===== config.mk =====
export PLATFORM = sky130hd
export DESIGN_NAME = decoder_pipe
export DESIGN_NICKNAME = d
export VERILOG_FILES = /design/src/rtl/decoder_pipe.sv
export SDC_FILE = /design/constraint.sdc
export NUM_CORES = 1
export LEC_CHECK = 0
export BUFFER_PORTS_ARGS = -buffer_cell sky130_fd_sc_hd__buf_2
export CAP_MARGIN = 20
export CORE_MARGIN = 2
export CORE_UTILIZATION = 57
export CTS_CLUSTER_SIZE = 12
export DETAILED_ROUTE_END_ITERATION = 8
export MAX_ROUTING_LAYER = met4
export PLACE_DENSITY = 0.85
export RECOVER_POWER = 50
export SLEW_MARGIN = 40
export SYNTH_ARGS = -nofsm -noshare
export SYNTH_HDL_FRONTEND = slang
export SYNTH_SLANG_ARGS = --single-unit

===== constraint.sdc =====
create_clock -name clk -period 5.7 [get_ports clk]
set_input_delay 0.285 -clock clk [delete_from_list [all_inputs] [get_ports clk]]
set_output_delay 0.285 -clock clk [all_outputs]
set_load 0.01 [all_outputs]

===== src/rtl/decoder_pipe.sv =====
// Pipelined SEL_W-to-2^SEL_W one-hot write-enable decoder with stall/flush and busy bitmap.
// Optional macro DECODER_PIPE_WAW_DET_EN adds a sticky write-after-write hazard flag (waw_err).
module decoder_pipe #(
  parameter int SEL_W     = 5,
  parameter int LAT       = 2,
  parameter int MASK_ZERO = 1,
  parameter int REVERSE   = 0,
  localparam int N        = 1 << SEL_W
) (
  input  logic             clk,
  input  logic             reset,
  input  logic             en,
  input  logic [SEL_W-1:0] sel,
  input  logic             stall,
  input  logic             flush,
  output logic [N-1:0]     o,
  output logic             valid_out,
  output logic [N-1:0]     busy
`ifdef DECODER_PIPE_WAW_DET_EN
  ,
  output logic             waw_err
`endif
);

  if (LAT < 1 || LAT > 4) begin : g_bad_lat
    $error("decoder_pipe: LAT must be in 1..4");
  end

  logic [SEL_W-1:0] idx;
  logic             masked;
  logic [N-1:0]     dec_next;
  logic [N-1:0]     stage_reg [LAT];
  logic [N-1:0]     busy_acc [LAT+1];

  // 2^SEL_W-1-sel is simply the bitwise complement of sel.
  assign idx    = (REVERSE != 0) ? ~sel : sel;
  assign masked = (MASK_ZERO != 0) && (idx == {SEL_W{1'b1}});

  always_comb begin
    dec_next = '0;
    if (en && !masked) begin
      dec_next = {{(N-1){1'b0}}, 1'b1} << idx;
    end
  end

  always_ff @(posedge clk) begin
    if (reset || flush) begin
      for (int i = 0; i < LAT; i++) begin
        stage_reg[i] <= '0;
      end
    end else if (!stall) begin
      stage_reg[0] <= dec_next;
      for (int i = 1; i < LAT; i++) begin
        stage_reg[i] <= stage_reg[i-1];
      end
    end
  end

  // Prefix OR chain: busy_acc[k] covers stages 0..k-1.
  assign busy_acc[0] = '0;
  for (genvar gi = 0; gi < LAT; gi++) begin : g_busy
    assign busy_acc[gi+1] = busy_acc[gi] | stage_reg[gi];
  end

  assign o         = stage_reg[LAT-1];
  assign valid_out = |stage_reg[LAT-1];
  assign busy      = busy_acc[LAT];

`ifdef DECODER_PIPE_WAW_DET_EN
  logic waw_err_reg;

  // Compare against stages that have not yet reached writeback.
  always_ff @(posedge clk) begin
    if (reset) begin
      waw_err_reg <= 1'b0;
    end else if (!flush && !stall && ((dec_next & busy_acc[LAT-1]) != '0)) begin
      waw_err_reg <= 1'b1;
    end
  end

  assign waw_err = waw_err_reg;
`endif

endmodule


# ---- After elaboration in Yosys (flattened, before gate mapping)
# Memory sizes are Yosys's and may differ from the RTL's.
# Index checks and enable logic that the tools add are counted.
dict set report totals {
  ff_bits 0
  mem_bits_rw 64
  in_bits 10
  out_inout_bits 65
  wordCells 18
  memories 1
}
dict set report op_classes {
  n_eq_ne 1
  shift 1
  n_mux 8
  bitwise_logic 3
  n_reduce_logical 4
}
# name depth width rd rd_ports_with_merged_regs wr line_no
set mem_list {}
lappend mem_list {stage_reg 2 32 2 0 2 32} ;# logic [N-1:0] stage_reg [LAT];
# operator count
set op_table {}
lappend op_table {{32-bit two-way mux} 3}
lappend op_table {{32-bit bitwise OR} 1}
lappend op_table {{32-bit OR reduction} 1}
lappend op_table {{1-bit by 5-bit << shifter with 32-bit output (first input constant)} 1}
lappend op_table {{5-bit == test (second input constant)} 1}
lappend op_table {{1-bit two-way mux} 5}
lappend op_table {{1-bit bitwise OR} 2}
lappend op_table {{1-bit logical AND} 1}
lappend op_table {{1-bit logical NOT} 1}
lappend op_table {{1-bit logical OR} 1}

# ---- Longest topological paths before layout
dict set report depth {
  ltp_word 5
  mapped_depth 4
  mapped_depth_nobuf 3
}

# ---- Worst setup path before layout
# OpenSTA, ideal clock, no wires.
dict set report synth_path {
  kind {input -> register}
  from {in flush}
  to {mem stage_reg[0][0] (netlist bit) (enable)}
  setup_ns 0.692
  arrival_ns 1.427
  required_time_ns 5.008
  slack_ns 3.581
  stages 2
  path_buffers 0
  path_cell_list {nor2_1 -> nand2_1}
}
# element line_no
set synth_lines {}
lappend synth_lines {{from (decl)} 15} ;# input logic flush,
lappend synth_lines {{to (decl)} 32}

==> out/qor.yml <==
worst_setup_path:
  slowest_delay_ns: 2.39
  reg2regPathDepth: 1
  path_class: "in -> reg"
  crit_top_cell: "clkbuf_1"
  crit_slowest_cell: "clkbuf_1"
  crit_path_end_kind: "register"
  cp_max_fo: 64
  startpoint: "flush"
  worst_ep_arrival_time_ns: 2.99
  cp_top_family: "buffers and inverters"
  start_kind: "primary input"
  worst-path-buf-inv: 2
  crit_required_ns: 5.56
  reg2reg_from: "stage_reg[0][30]"
  worstPathCellList: "clkbuf_1 -> nor2_1 -> nand2_2 -> clkbuf_1"
  rrSetupSlack_ns: 4.88
  r2r_end: "stage_reg[0][62]"
global_route:
  antenna_found_initial: 0
  grt_pass1_vias: 1708
  overflow: 0
  globalRouteTotalUtil_pct: 20.4
  grt_max_degree: 65
  grt_pass1_wl_mm: 8.87
timing:
  max_freq_mhz: 320
  finalSetupViolations: 0
  rsz0062_at_grt: "no"
  finClkSkew_ns: 0.00925
  worstMarginPinSlew_ns: 3.40
  setup_tns_ns: 0
  period_share_pct: 54.8
  hold_viol: 0
  setup_ws_ns: 2.57
  slew_viol_final: 65
  timing.hold.ws_ns: 0.389
  period_needed_ns: 3.13
  maxSlewHeadroom_pct: -127
power_and_ir_drop:
  p_leak_nw: 1.43
  peakVddDrop_uv: 213
  finalPower_uw: 994
  powerDensity_nw_per_um2: 297
synthesis:
  seq_area_frac_synth_pct: 63.6
  synth_top_flop_cell: "edfxtp_1"
  synth.most_common_cell: "edfxtp_1"
  synthArstFlopShare_pct: 0
  synthTopCellsByArea: "edfxtp_1 64%, buf_4 8.0%, or2_2 6.8%"
  synth_edf_count: 64
  ys_ff_latch: 64
  synthDistinctLibCells: 23
  synth_top_area_share_pct: 63.6
  synthTopCellsByCount: "64 x edfxtp_1, 33 x or2_2, 32 x and2_1, 32 x buf_4, 20 x nor2_1"
  syn_nets: 244
  synthesis.area_um2: 3020
  synthCells: 234
  synth_area_per_cell_um2: 12.9
  yosysWarnings: 0
  yosys.area.top_type: "edfxtp_1"
cts:
  cts-buffers-inserted: 9
  clock-sinks: 64
  cts_buffer_depth: 2
  postCtsSetupBuffers: 0
  root_buffer: "clkbuf_8"
  insertion_delay_ns: 0.33
  cts_tree: "built"
  cts_resized: 0
  htree_levels: 3
  clkSlewWorstSetupHoldPaths_ns: 0.07
  postCtsHoldBufs: 0
drt:
  drcViolationCount: 0
  drt_iter0_drc: 165
  vias: 1800
  vias_per_cell: 5.06
  wl_per_cell_um: 15.5
  drt_wl_total_mm: 5.51
  drt_first_pass_iters: 5
  postRouteAntennaNets: 0
job:
  drv_cap: 2
placed_design:
  gp_congestion: 0.794
  dp_hpwl_mm: 3.84
  dp.cells: 341
  dpl_cell_area_um2: 3230
  place_ws_ns: 3.85
  port_buffers: 74
finish:
  area_growth_pct: 10.6
  stdcell_area_um2: 3340
  diodes: 0
  final_cells: 356
  filler_cell_count: 402
  final_core_util_pct: 65.4
  drive_above_1_share_pct: 35.0
  fin_nets: 292
  largest_register_ffs: 64
floorplanning:
  dieArea_um2: 5900
  die_y_um: 76.8
  start_util_pct: 59.2
  io-pin-count: 75
  row_count: 26
  fp.dieW_um: 76.8
  core_area_um2: 5110
worst_hold_path:
  hold_path_end: "stage_reg[0][16]"
  hold_start: "sel[2]"
  hold_path_depth: 2
  hold_path_class: "in -> reg"
run_status:
  status: "finished with violations"
  violations: "capacitance limit, slew limit"
==> cell families (layout without fill, tap and decap cells) <==
group	Yosys count	count (layout)	synth area share [%]
buffers and inverters	40	92	9.36
and+or+nand+nor	129	129	26.9
other	1	1	0.124
DFF	64	64	63.6
==> per-layer routing <==
| layer | track usage [%] | wire [um] | vias up | part of all wire (%) |
|---|---|---|---|---|
| li1 | - | - | 878 | - |
| met1 | 27.1 | 2440 | 843 | 44 |
| met2 | 30.1 | 2650 | 72 | 48 |
| met3 | 6.24 | 352 | 7 | 6.4 |
| met4 | 7.27 | 68 | 0 | 1.2 |
| met5 | - | 0 | - | 0 |
==> where the power goes <==
| group | total, mW | internal (mW) | switching (mW) |
|---|---|---|---|
| registers | 0.550 | 0.537 | 0.0122 |
| clock network | 0.356 | 0.196 | 0.160 |
| logic | 0.0880 | 0.0353 | 0.0526 |
| total | 0.994 | 0.768 | 0.225 |
==> cell type report <==
cell class,count,area [um^2],share of cell area [%]
clock buffer,10,128,3.82
clock inverter,5,48.8,1.46
multi-input combinational,130,808,24.2
sequential,64,1920,57.5
tap,70,87.6,2.62
timing repair buffer,77,348,10.4
==> worst max path at each step <==
stage | endpoint | slack, ns | depth (start not counted)
2_1_floorplan | stage_reg[0][0] | 3.58 | 2
3_3_place_gp | stage_reg[0][27] | 3.60 | 4
3_5_place_dp | stage_reg[0][27] | 3.85 | 6
4_1_cts | valid_out | 3.50 | 4
5_1_grt | stage_reg[0][44] | 2.39 | 4
6_report | stage_reg[0][41] | 2.57 | 4
==> cell usage in the layout (no fill, tap or decap), types with 3 or more instances in the layout <==
cell type and n:
or2_2 33, and2_1 6, clkinv_2 3, nand2_1 5
edfxtp_1 64, nor4_1 8, buf_2 41, nor3_1 8
and2_0 26, nor3_2 4, clkbuf_8 9, clkbuf_1 36
nand4_2 3, nor2_1 20, nand2b_1 4
Note: power is estimated with default switching activity, not from simulation.
